<file path="config.mk">
export PLATFORM = sky130hd
export DESIGN_NAME = main_slave_driver
export DESIGN_NICKNAME = d
export VERILOG_FILES = /design/src/rtl/main_slave_driver.sv
export SDC_FILE = /design/constraint.sdc
export NUM_CORES = 1
export LEC_CHECK = 0
export ABC_CLOCK_PERIOD_IN_PS = 11540
export CAP_MARGIN = 25
export CORE_AREA = 3 3 169 171
export CTS_CLUSTER_SIZE = 14
export DETAILED_ROUTE_END_ITERATION = 6
export DIE_AREA = 0 0 172 174
export PLACE_DENSITY = 0.63
export REMOVE_ABC_BUFFERS = 1
export SETUP_SLACK_MARGIN = 0.1
export SLEW_MARGIN = 15
export SYNTH_ARGS = -nofsm -noshare
export SYNTH_HDL_FRONTEND = slang
export SYNTH_SLANG_ARGS = --single-unit
</file>
<file path="constraint.sdc">
create_clock -name clock -period 11.54 [get_ports clock]
set_input_delay 2.308 -clock clock [delete_from_list [all_inputs] [get_ports clock]]
set_output_delay 2.308 -clock clock [all_outputs]
set_load 0.01 [all_outputs]
</file>
<file path="src/rtl/main_slave_driver.sv">
// main_slave_driver: loads input elements into `main` over its slave memory port, pulses start,
// counts run cycles to done, then streams results back out. Optional watchdog: MAIN_DRV_TIMEOUT_EN.
module main_slave_driver #(
    parameter int unsigned ADDR_W  = 10,
    parameter int unsigned DATA_W  = 64,
    parameter int unsigned ELEM_W  = 32,
    parameter int unsigned CNT_W   = 32,
    parameter int unsigned TIMEOUT = 200000000
) (
    input  logic                clock,
    input  logic                reset,
    input  logic                go,
    input  logic [ADDR_W-1:0]   rd_base,
    input  logic [ADDR_W-1:0]   rd_count,
    input  logic                ld_valid,
    input  logic                ld_last,
    input  logic [ADDR_W-1:0]   ld_addr,
    input  logic [ELEM_W-1:0]   ld_data,
    output logic                ld_ready,
    output logic                start_port,
    input  logic                done_port,
    output logic [1:0]          S_oe_ram,
    output logic [1:0]          S_we_ram,
    output logic [2*ADDR_W-1:0] S_addr_ram,
    output logic [2*DATA_W-1:0] S_Wdata_ram,
    output logic [13:0]         S_data_ram_size,
    input  logic [2*DATA_W-1:0] Sout_Rdata_ram,
    input  logic [1:0]          Sout_DataRdy,
    output logic                rb_valid,
    output logic [ELEM_W-1:0]   rb_data,
    input  logic                rb_ready,
    output logic                busy,
    output logic                finished,
    output logic                timed_out,
    output logic [CNT_W-1:0]    cyc_count
);
    localparam logic [ADDR_W-1:0] STEP = ADDR_W'(ELEM_W / 8);
    localparam logic [6:0]        SIZE = 7'(ELEM_W);

    if (TIMEOUT == 0 || DATA_W < ELEM_W) begin : g_bad_cfg
        $error("main_slave_driver: TIMEOUT must be nonzero and DATA_W >= ELEM_W");
    end

    typedef enum logic [2:0] {
        IDLE, LD_WAIT, LD_REQ, START, RUN, RD_REQ, RD_OUT, FIN
    } state_t;

    state_t              r_state;
    logic [ADDR_W-1:0]   r_rd_addr;
    logic [ADDR_W-1:0]   r_rd_cnt;
    logic [ADDR_W-1:0]   r_rd_idx;
    logic                r_ld_last;
    logic                r_ld_ready;
    logic                r_start;
    logic                r_oe;
    logic                r_we;
    logic [ADDR_W-1:0]   r_addr;
    logic [ELEM_W-1:0]   r_wdata;
    logic [6:0]          r_size;
    logic                r_rb_valid;
    logic [ELEM_W-1:0]   r_rb_data;
    logic                r_busy;
    logic                r_finished;
    logic                r_timed_out;
    logic [CNT_W-1:0]    r_cyc;
    logic [ADDR_W-1:0]   w_next_addr;
    logic                w_unused;

    assign w_next_addr = r_rd_addr + STEP;
    assign w_unused    = ^{Sout_Rdata_ram[2*DATA_W-1:ELEM_W], Sout_DataRdy[1]};

    assign ld_ready        = r_ld_ready;
    assign start_port      = r_start;
    assign S_oe_ram        = {1'b0, r_oe};
    assign S_we_ram        = {1'b0, r_we};
    assign S_addr_ram      = {{ADDR_W{1'b0}}, r_addr};
    assign S_Wdata_ram     = {{DATA_W{1'b0}}, DATA_W'(r_wdata)};
    assign S_data_ram_size = {7'd0, r_size};
    assign rb_valid        = r_rb_valid;
    assign rb_data         = r_rb_data;
    assign busy            = r_busy;
    assign finished        = r_finished;
    assign timed_out       = r_timed_out;
    assign cyc_count       = r_cyc;

    always_ff @(posedge clock or posedge reset) begin
        if (reset) begin
            r_state     <= IDLE;
            r_rd_addr   <= '0;
            r_rd_cnt    <= '0;
            r_rd_idx    <= '0;
            r_ld_last   <= 1'b0;
            r_ld_ready  <= 1'b0;
            r_start     <= 1'b0;
            r_oe        <= 1'b0;
            r_we        <= 1'b0;
            r_addr      <= '0;
            r_wdata     <= '0;
            r_size      <= '0;
            r_rb_valid  <= 1'b0;
            r_rb_data   <= '0;
            r_busy      <= 1'b0;
            r_finished  <= 1'b0;
            r_timed_out <= 1'b0;
            r_cyc       <= '0;
        end else begin
            case (r_state)
                IDLE: begin
                    if (go) begin
                        r_rd_addr   <= rd_base;
                        r_rd_cnt    <= rd_count;
                        r_rd_idx    <= '0;
                        r_cyc       <= '0;
                        r_timed_out <= 1'b0;
                        r_busy      <= 1'b1;
                        r_state     <= LD_WAIT;
                    end
                end
                LD_WAIT: begin
                    // ready is raised one cycle after valid is seen; the source holds valid until then
                    if (ld_valid && r_ld_ready) begin
                        r_ld_ready <= 1'b0;
                        r_ld_last  <= ld_last;
                        r_we       <= 1'b1;
                        r_addr     <= ld_addr;
                        r_wdata    <= ld_data;
                        r_size     <= SIZE;
                        r_state    <= LD_REQ;
                    end else begin
                        r_ld_ready <= ld_valid;
                    end
                end
                LD_REQ: begin
                    if (Sout_DataRdy[0]) begin
                        r_we    <= 1'b0;
                        r_addr  <= '0;
                        r_wdata <= '0;
                        r_size  <= '0;
                        if (r_ld_last) begin
                            r_start <= 1'b1;
                            r_cyc   <= CNT_W'(1);
                            r_state <= START;
                        end else begin
                            r_state <= LD_WAIT;
                        end
                    end
                end
                START: begin
                    r_start <= 1'b0;
                    r_state <= RUN;
                end
                RUN: begin
                    if (done_port) begin
                        if (r_rd_cnt != '0) begin
                            r_oe    <= 1'b1;
                            r_addr  <= r_rd_addr;
                            r_size  <= SIZE;
                            r_state <= RD_REQ;
                        end else begin
                            r_finished <= 1'b1;
                            r_busy     <= 1'b0;
                            r_state    <= FIN;
                        end
`ifdef MAIN_DRV_TIMEOUT_EN
                    end else if (r_cyc >= CNT_W'(TIMEOUT)) begin
                        r_timed_out <= 1'b1;
                        r_finished  <= 1'b1;
                        r_busy      <= 1'b0;
                        r_state     <= FIN;
`endif
                    end else if (r_cyc != '1) begin
                        r_cyc <= r_cyc + CNT_W'(1);
                    end
                end
                RD_REQ: begin
                    if (Sout_DataRdy[0]) begin
                        r_oe       <= 1'b0;
                        r_addr     <= '0;
                        r_size     <= '0;
                        r_rb_data  <= Sout_Rdata_ram[ELEM_W-1:0];
                        r_rb_valid <= 1'b1;
                        r_state    <= RD_OUT;
                    end
                end
                RD_OUT: begin
                    if (rb_ready) begin
                        r_rb_valid <= 1'b0;
                        if (r_rd_idx + ADDR_W'(1) == r_rd_cnt) begin
                            r_finished <= 1'b1;
                            r_busy     <= 1'b0;
                            r_state    <= FIN;
                        end else begin
                            r_rd_idx  <= r_rd_idx + ADDR_W'(1);
                            r_rd_addr <= w_next_addr;
                            r_oe      <= 1'b1;
                            r_addr    <= w_next_addr;
                            r_size    <= SIZE;
                            r_state   <= RD_REQ;
                        end
                    end
                end
                FIN: begin
                    r_finished <= 1'b0;
                    r_state    <= IDLE;
                end
                default: r_state <= IDLE;
            endcase
        end
    end
endmodule

</file>
==> flow_summary_export.csv, run 1 <==
group,metric,value,unit
placement,post-place-cells,1322,
sta,skew,0.0152,ns
critical_path,worstPathArrival,5.20,ns
clock_tree,cts_resized,0,
grt,gr-total-overflow,0,
placement,dp_hpwl,16100,um
sta,fin_hold_ws,0.476,ns
placement,gp_congestion,0.855,
critical_path,cp_max_fo,31,
critical_path,required,11.87,ns
worst_hold_path,hp-class,"reg -> reg",
synth,syn_area,8090,um^2
grt,use_met2,0.229,
clock_tree,cts.clk_slew.worst_paths,0.06,ns
route,routed_wl,22300,um
power_and_ir_drop,power.total,0.00255,W
clock_tree,clock_sinks,148,
synth,synth.distinct_cells,65,
clock_tree,post_cts_buffers,0,
power_and_ir_drop,p_leak,4.73,nW
clock_tree,clk_latency,0.41,ns
floorplanning,rows,60,
power_and_ir_drop,vdd_drop_max,92.7,uV
sta,max_freq,205,MHz
grt,grt_start_max_net_pins,76,
synth,syn_inst,801,
sta,worst_slew_pin_slew,0.965,ns
grt,top_usage_layer,"met2",
route,dr.pass1.iters,5,
cells_and_area,final_cells,1356,
floorplanning,start_util,0.299,
synth,yosys.area.top_type_share,0.458,
route,drcViolationCount,0,
grt,grt_pass1_vias,5911,
sta,layout_setup_ws,6.67,ns
clock_tree,postCtsHoldBufs,0,
grt,grt_antenna_before_repair,0,
grt,use_met3,0.0318,
grt,use_met1,0.202,
sta,period_share,0.422,
critical_path,critPathKind,"in -> reg",
cells_and_area,antenna_cells,0,
cells_and_area,drive_gt1_frac,0.101,
clock_tree,cts_tree,"yes",
cells_and_area,num-nets-final,1204,
cells_and_area,fillers,2658,
run_status,outcome,"completed",
synth,seq_area_frac_synth,0.458,
cells_and_area,syn_to_final_growth,32.9,%
clock_tree,htree_num_levels,4,
synth,ys_async_sr_fraction,1.00,
floorplanning,die_w,172,um
route,vias,6361,
placement,dp_slack,6.23,ns
floorplanning,core_area,27000,um^2
sta,post-route-min-period,4.87,ns
critical_path,crit_path_end_kind,"flip-flop",
synth,yosysMostFrequentCell,"dfrtp_1",
sta,rsz0062_at_grt,"false",
sta,slew_headroom,0.356,
cells_and_area,multi_input_area,3680,um^2
sta,hold_viol,0,
synth,synth-seq-cells,148,
synth,ys.flop_type,"dfrtp_1",
clock_tree,numCtsBuffers,17,
floorplanning,num_io_pins,435,
route,drtAntennaViolNets,0,
synth,synth_edf_count,0,
worst_hold_path,hold_depth,2,
power_and_ir_drop,cellPowerDensity,237,nW/um^2
floorplanning,fp.dieH,174,um
critical_path,reg2reg_depth,8,
route,viasPerCell,4.69,
clock_tree,cts-root-buf,"clkbuf_16",
sta,tns,0,ns
sta,finalMaxSlewViolations,0,
synth,yosysWarnings,0,
grt,grt_usage,0.145,
synth,yosys-top-cells-count,"148 x dfrtp_1, 126 x buf_4, 79 x nand2_1",
placement,port_buffers,215,
synth,yosysTopAreaCell,"dfrtp_1",
synth,synth.avg_cell_area,10.1,um^2
critical_path,timing.critical_path.from_type,"primary input",
clock_tree,cts_max_path_buffers,2,
synth,yosys-top-cells-area,"dfrtp_1 46%, buf_4 12%, mux2_2 5.0%, a22o_1 3.9%, nand2_1 3.7%",
cells_and_area,register_area,3700,um^2
route,drt_iter0_drc,340,
grt,grt_pass1_wl,34400,um
floorplanning,die_area,29900,um^2
flow_run,maxCapViolCount,0,
route,routedWlPerCell,16.4,um
sta,setup_viol,0,
==> layout by cell type (no fill, tap or decap), types with 11 or more instances in the layout <==
cell type        synthesis  layout
clkdlybuf4s50_1          0     215
dfrtp_1                148     148
conb_1                   1     122
nand2_1                 79      79
nor2_1                  40      40
mux2_2                  36      36
a22o_1                  36      36
o21ai_0                 28      28
a21oi_1                 27      27
nand3_1                 25      24
nand4_1                 18      18
xnor2_1                 17      17
clkbuf_16                0      17
xor2_1                  16      16
or3_1                   13      13
inv_1                   13      12
and3_1                  11      11
==> layer usage <==
layer | vias to the layer above | wire length [um] | part of all wire
met5 | - | 0 | 0
met4 | 0 | 205 | 0.0092
met3 | 14 | 1380 | 0.062
met2 | 248 | 10500 | 0.47
met1 | 3102 | 10100 | 0.46
li1 | 2997 | - | -
==> final cells by class <==
class,count,area share
inverters,13,0.00500
clock buffers,20,0.0425
multi-input cells,597,0.343
flip-flops and latches,148,0.344
clock inverters,12,0.0163
repair buffers,225,0.210
well taps,341,0.0397
==> stage by stage <==
stage,utilization,instance area (um^2)
floorplan,-,7420
global placement,0.373,10100
detailed placement,0.373,10100
CTS,0.396,10700
global route,0.398,10800
finish,0.398,10800
==> logic make-up (layout without fill, tap and decap cells) <==
kind of cell | Yosys count | in the layout | synth area share
other cells | 1 | 122 | 0.000463
buf+inv | 177 | 270 | 0.145
xor+xnor | 34 | 34 | 0.0377
compound gates | 149 | 149 | 0.133
fa+ha+maj | 3 | 3 | 0.00464
mux | 49 | 49 | 0.0717
flops | 148 | 148 | 0.458
simple gates | 240 | 240 | 0.150
==> power breakdown <==
group	internal [W]	switching, W	leakage [nW]	total [W]
logic	0.000574	0.000502	2.51	0.00108
registers	0.000708	0.000163	1.91	0.000871
clock network	0.000375	0.000228	0.315	0.000603
==> critical path, cell delays in order <==
cell             delay, ns
clkdlybuf4s50_1       0.58
nand4b_1              0.15
a21oi_1               0.19
nor2b_2               0.17
buf_4                 0.32
o21bai_1              0.47
nand4_1               0.43
or3_1                 0.42
a21oi_1               0.15
==> worst paths after layout <==
| path | startpoint | endpoint | slack [ns] |
|---|---|---|---|
| worst max-delay path | Sout_DataRdy[0] | cyc_count[31] | 6.67 |
| worst min-delay path | r_rd_addr[1] | r_rd_addr[1] | 0.48 |
| worst max register to register | r_state[2] | cyc_count[31] | 8.39 |
| worst min register to register | r_rd_addr[1] | r_rd_addr[1] | 0.48 |
| max in group asynchronous | reset | r_wdata[22] | 8.04 |
| min in group asynchronous | reset | rb_data[15] | 2.39 |
==> sequential cells by signal, summed over array words and instances (netlist names), 3 cells and up <==
register   flops
r_addr        10
r_rd_idx      10
cyc_count     32
r_wdata       32
rb_data       32
r_state        3
r_rd_addr     10
r_rd_cnt      10
No activity file was read; power rests on OpenSTA's default activity.
==> inputs of run 2 (changes only) <==
Settings changed: ABC_CLOCK_PERIOD_IN_PS 11540 to 3900, CORE_AREA 3 3 169 171 to 3 3 168 170, DIE_AREA 0 0 172 174 to 0 0 171 173, PLACE_DENSITY 0.63 to 0.66.
Clock period 11.54 ns to 3.9 ns, I/O delays scaled along.
==> run 2 against run 1 <==
Global-route usage down 0.16 points. Final cell count up 0.29%. Critical path depth unchanged. Sequential power rose to 3.0 times the previous value. Combinational power rose to 3.0 times the previous value. Via count up 0.27%. Clock power rose to 2.7 times the previous value. Clock skew down 0.0014 ns. Sequential share of layout area up 0.13 points. Routed wire length down 1.3%.
==> flow_summary_export.csv, run 2 (synthesis gave the netlist of run 1 again) <==
group,metric,value,unit
run_status,outcome,"completed",
power_and_ir_drop,combinationalPowerShare,0.431,
grt,grt_usage,0.143,
clock_tree,cts_tree,"yes",
placement,port_buffers,215,
sta,setup_viol,0,
floorplanning,core_area,26900,um^2
cells_and_area,final_cells,1360,
critical_path,crit_path_end_kind,"flip-flop",
placement,gp_congestion,0.849,
flow_run,maxCapViolCount,0,
cells_and_area,num-nets-final,1207,
critical_path,required,4.19,ns
route,routedWlPerCell,16.2,um
placement,post-place-cells,1326,
worst_hold_path,holdPathEnd,"r_rd_addr[1]",
worst_hold_path,holdCritStartpoint,"r_rd_addr[1]",
worst_hold_path,hold_depth,2,
grt,grt_antenna_before_repair,2,
critical_path,worst-r2r-setup-slack,1.01,ns
power_and_ir_drop,vdd_drop_max,360,uV
clock_tree,postCtsHoldBufs,0,
clock_tree,clock_sinks,148,
route,drt_iter0_drc,430,
floorplanning,die_area,29600,um^2
floorplanning,num_io_pins,435,
clock_tree,post_cts_buffers,0,
worst_hold_path,hp-class,"reg -> reg",
critical_path,reg2reg_depth,9,
grt,gr-total-overflow,0,
floorplanning,rows,60,
clock_tree,clk_latency,0.41,ns
power_and_ir_drop,swShare,0.357,
cells_and_area,syn_to_final_growth,32.4,%
cells_and_area,drive_gt1_frac,0.102,
sta,finalMaxSlewViolations,0,
grt,grt_pass1_wl,33900,um
route,drcViolationCount,0,
sta,slew_headroom,0.448,
clock_tree,cts.clk_slew.worst_paths,0.07,ns
critical_path,timing.critical_path.from_type,"flip-flop",
placement,dp_slack,0.628,ns
route,vias,6378,
route,drtAntennaViolNets,0,
grt,grt_start_max_net_pins,59,
sta,hold_viol,0,
critical_path,cp_max_fo,11,
route,dr.pass1.iters,6,
power_and_ir_drop,power.total,0.00741,W
route,routed_wl,22000,um
sta,worst_slew_pin_slew,0.828,ns
cells_and_area,final_common_cell,"clkdlybuf4s50_1",
floorplanning,die_w,171,um
sta,post-route-min-period,2.89,ns
clock_tree,cts_max_path_buffers,2,
power_and_ir_drop,cellPowerDensity,691,nW/um^2
critical_path,r2r_end,"r_addr[9]",
power_and_ir_drop,p_sw,0.00264,W
sta,layout_setup_ws,1.01,ns
clock_tree,numCtsBuffers,17,
sta,skew,0.0138,ns
sta,max_freq,346,MHz
clock_tree,cts-root-buf,"clkbuf_16",
power_and_ir_drop,pwr-share-seq,0.348,
critical_path,worstPathArrival,3.18,ns
placement,dp_hpwl,16000,um
floorplanning,start_util,0.301,
grt,grt_pass1_vias,5995,
floorplanning,fp.dieH,173,um
critical_path,reg2reg_from,"r_rd_idx[0]",
power_and_ir_drop,clock_power_share,0.221,
sta,period_share,0.740,
sta,rsz0062_at_grt,"false",
power_and_ir_drop,p_int,0.00476,W
clock_tree,cts_resized,0,
clock_tree,htree_num_levels,4,
power_and_ir_drop,p_leak,4.71,nW
critical_path,critPathKind,"reg -> reg",
cells_and_area,final_cell_mix,"215 x clkdlybuf4s50_1, 148 x dfrtp_1, 122 x conb_1, 79 x nand2_1, 40 x nor2_1",
route,viasPerCell,4.69,
-- run 2: cell count changes in the layout (fill, tap and decap cells not counted), sizes merged --
cell	previous run	this run
bufinv	4	2
buf	10	13
diode	0	1
clkinvlp	0	1
clkbuf	20	21
-- run 2: worst max path at each step --
| stage | from | endpoint | slack [ns] |
|---|---|---|---|
| after floorplan | reset | busy | -0.86 |
| after global placement | Sout_DataRdy[0] | cyc_count[24] | 0.68 |
| after detailed placement | Sout_DataRdy[0] | cyc_count[25] | 0.63 |
| after CTS | r_rd_idx[0] | r_addr[9] | 1.05 |
| after global routing | Sout_DataRdy[0] | cyc_count[31] | 0.83 |
| final | r_rd_idx[0] | r_addr[9] | 1.01 |
-- run 2: power by group through the flow --
stage / sequential [W] / clock [W] / combinational, W
finish: 0.00258 / 0.00164 / 0.00319
global route: 0.00267 / 0.00176 / 0.00346
CTS: 0.00258 / 0.00169 / 0.00322
detailed placement: 0.00260 / 0 / 0.00321
global placement: 0.00258 / 0 / 0.00317
floorplan: 0.00271 / 0 / 0.00156
-- run 2: layout make-up --
type | instances | area (um^2)
timing repair buffer | 228 | 2270
clock inverter | 11 | 126
inverter | 13 | 53.8
antenna | 1 | 2.50
tap | 341 | 427
fill | 2630 | 16200
multi-input combinational | 597 | 3680
sequential | 148 | 3700
clock buffer | 21 | 450
-- run 2: metrics by stage --
stage / hold slack [ns] / TNS [ns] / util / cell area, um^2
after floorplan: 0.439 / -127.23 / - / 7420
after detailed placement: 0.456 / 0 / 0.377 / 10100
after CTS: 0.472 / 0 / 0.398 / 10700
after global placement: 0.454 / 0 / 0.377 / 10100
after global routing: 0.509 / 0 / 0.399 / 10700
final: 0.472 / 0 / 0.399 / 10700
-- run 2: critical path, stage by stage, from the launching register on --
cell,delay [ns]
dfrtp_1,0.43
ha_1,0.30
nand3_1,0.26
o311a_1,0.42
nand3_1,0.13
nor2_1,0.09
and3_1,0.22
a311oi_2,0.27
buf_4,0.29
mux2_2,0.36
-- run 2: routing by layer --
layer	global-route usage	wire, um
met1	0.200	9910
met2	0.225	10400
met3	0.0359	1460
met4	0.0298	188
met5	0	7
==> inputs of run 3 (changes only) <==
Settings changed: ABC_CLOCK_PERIOD_IN_PS 3900 to 2850, CORE_AREA 3 3 168 170 to 3 3 169 171, DIE_AREA 0 0 171 173 to 0 0 172 174, PLACE_DENSITY 0.66 to 0.63.
Clock period 3.9 ns to 2.85 ns, I/O delays scaled along.
==> run 3 against run 2 <==
Combinational power up 45%. Largest cell class unchanged. Clock power up 41%. Maximum frequency up 9.8%. Register-to-register slack worse by 0.79 ns. Setup slack worse by 0.79 ns. Critical path depth unchanged. Die area up 1.2%. Sequential power up 34%. Sequential cell count unchanged. Count of clock-buffer cells in the layout down 1.
==> flow_summary_export.csv, run 3 (synthesis gave the netlist of run 1 again) <==
group,metric,value,unit
run_status,outcome,"completed",
floorplanning,start_util,0.299,
sta,worst_slew_pin_slew,0.954,ns
route,routedWlPerCell,16.1,um
floorplanning,die_area,29900,um^2
floorplanning,fp.dieH,174,um
route,drcViolationCount,0,
critical_path,required,3.14,ns
critical_path,cp_slowest_cell,"or4_1",
floorplanning,num_io_pins,435,
route,dr.pass1.iters,5,
route,drt_iter0_drc,402,
route,vias,6412,
clock_tree,htree_num_levels,4,
route,drtAntennaViolNets,0,
critical_path,cp_cell_sequence,"or4_1 -> nor4_2 -> buf_4 -> nor2_1 -> o21ai_2 -> nor2b_1 -> a311oi_4 -> buf_12 -> mux2_4",
clock_tree,cts_max_path_buffers,2,
placement,gp_congestion,0.845,
flow_run,maxCapViolCount,0,
power_and_ir_drop,cellPowerDensity,948,nW/um^2
grt,grt_antenna_before_repair,1,
sta,post-route-min-period,2.63,ns
grt,grt_start_max_net_pins,53,
critical_path,crit_buf_inv,2,
sta,rsz0062_at_grt,"false",
clock_tree,clk_latency,0.42,ns
critical_path,crit_path_end_kind,"flip-flop",
critical_path,critPathTopFamily,"simple AND/OR/NAND/NOR gates",
cells_and_area,drive_gt1_frac,0.125,
cells_and_area,fillers,2626,
grt,grt_pass1_wl,34500,um
sta,period_share,0.923,
power_and_ir_drop,combinationalPowerShare,0.445,
critical_path,worstPathArrival,2.92,ns
power_and_ir_drop,vdd_drop_max,317,uV
route,viasPerCell,4.65,
cells_and_area,final_common_cell,"clkdlybuf4s50_1",
power_and_ir_drop,p_leak,4.84,nW
placement,port_buffers,215,
sta,layout_setup_ws,0.221,ns
clock_tree,numCtsBuffers,17,
power_and_ir_drop,pwr-share-seq,0.332,
cells_and_area,syn_to_final_growth,35.5,%
grt,gr-total-overflow,0,
sta,skew,0.0142,ns
clock_tree,post_cts_buffers,0,
power_and_ir_drop,p_sw,0.00369,W
floorplanning,core_area,27000,um^2
clock_tree,clock_sinks,148,
sta,setup_viol,0,
cells_and_area,num-nets-final,1228,
sta,tns,0,ns
power_and_ir_drop,swShare,0.355,
critical_path,critPathKind,"reg -> reg",
power_and_ir_drop,clock_power_share,0.223,
floorplanning,rows,60,
placement,dp_hpwl,16500,um
sta,hold_viol,0,
route,routed_wl,22300,um
sta,slew_headroom,0.357,
sta,finalMaxSlewViolations,0,
grt,grt_usage,0.145,
critical_path,crit_path_max_incr_delay,0.56,ns
power_and_ir_drop,p_int,0.00670,W
grt,grt_pass1_vias,6140,
clock_tree,cts-root-buf,"clkbuf_16",
cells_and_area,final_cell_mix,"215 x clkdlybuf4s50_1, 148 x dfrtp_1, 122 x conb_1, 79 x nand2_1, 40 x nor2_1",
floorplanning,die_w,172,um
clock_tree,cts_tree,"yes",
clock_tree,postCtsHoldBufs,0,
clock_tree,cts.clk_slew.worst_paths,0.06,ns
critical_path,timing.critical_path.from_type,"flip-flop",
sta,max_freq,380,MHz
placement,dp_slack,0.0513,ns
cells_and_area,antenna_cells,0,
worst_hold_path,hp-class,"reg -> reg",
critical_path,cp_max_fo,10,
run 3: cell types whose count changed in the layout (fill, tap and decap cells not counted), moves of 2 or more:
cell,change
buf_4,+18
buf_12,+4
clkinv_4,+2
clkbuf_1,-2
clkinv_2,-3
run 3: per-layer routing:
layer  track usage  wire [um]  vias to the layer above
met4        0.0329        242                        2
met1         0.203      10100                     3099
met2         0.227      10400                      252
met3        0.0339       1470                       17
met5             0         13                        -
li1              -          -                     3042
run 3: repair_timing:
action	in CTS	in global routing
gates resized for setup	2	2
setup endpoints to repair	10	10
pin swaps	0	1
gates cloned	0	0
run 3: path summary, 6_finish.rpt:
| kind | cells after the start | slack [ns] | end | start |
|---|---|---|---|---|
| setup / recovery | 9 | 0.22 | r_addr[5] | r_rd_cnt[5] |
| min in group asynchronous | 2 | 0.55 | rb_data[25] | reset |
| hold / removal | 2 | 0.47 | r_rd_addr[1] | r_rd_addr[1] |
| setup reg to reg | 9 | 0.22 | r_addr[5] | r_rd_cnt[5] |
| hold reg to reg | 2 | 0.47 | r_rd_addr[1] | r_rd_addr[1] |
| max in group asynchronous | 3 | 1.66 | r_wdata[30] | reset |
run 3: area by class of cell:
class / instances / area [um^2] / share of cell area
Inverter: 13 / 53.8 / 0.00491
Multi-Input combinational cell: 597 / 3700 / 0.338
Sequential cell: 148 / 3700 / 0.338
Clock inverter: 12 / 148 / 0.0135
Clock buffer: 20 / 457 / 0.0417
Tap cell: 341 / 427 / 0.0389
Timing Repair Buffer: 249 / 2470 / 0.225
run 3: worst register-to-register path, delay by kind of cell (launching register included):
kind | cells | cell delay [ns]
and+or+nand+nor | 4 | 1.10
buffers and inverters | 2 | 0.36
DFF | 1 | 0.42
AOI/OAI and AO/OA | 2 | 0.33
muxes | 1 | 0.29
run 3: power by group through the flow:
stage / registers [W] / logic, W / clock network, W
final: 0.00345 / 0.00462 / 0.00232
after CTS: 0.00345 / 0.00467 / 0.00240
after global placement: 0.00346 / 0.00458 / 0
after detailed placement: 0.00348 / 0.00463 / 0
after floorplan: 0.00371 / 0.00213 / 0
after global routing: 0.00356 / 0.00503 / 0.00248
run 3: through the flow:
| stage | util | hold slack, ns | cell area [um^2] | cells | total power, W |
|---|---|---|---|---|---|
| CTS | 0.405 | 0.474 | 11000 | 1380 | 0.0105 |
| global route | 0.406 | 0.513 | 11000 | 1380 | 0.0111 |
| detailed placement | 0.383 | 0.459 | 10300 | 1348 | 0.00811 |
| floorplan | - | 0.439 | 7420 | 758 | 0.00584 |
| finish | 0.406 | 0.469 | 11000 | 1380 | 0.0104 |
| global placement | 0.383 | 0.455 | 10300 | 1348 | 0.00804 |
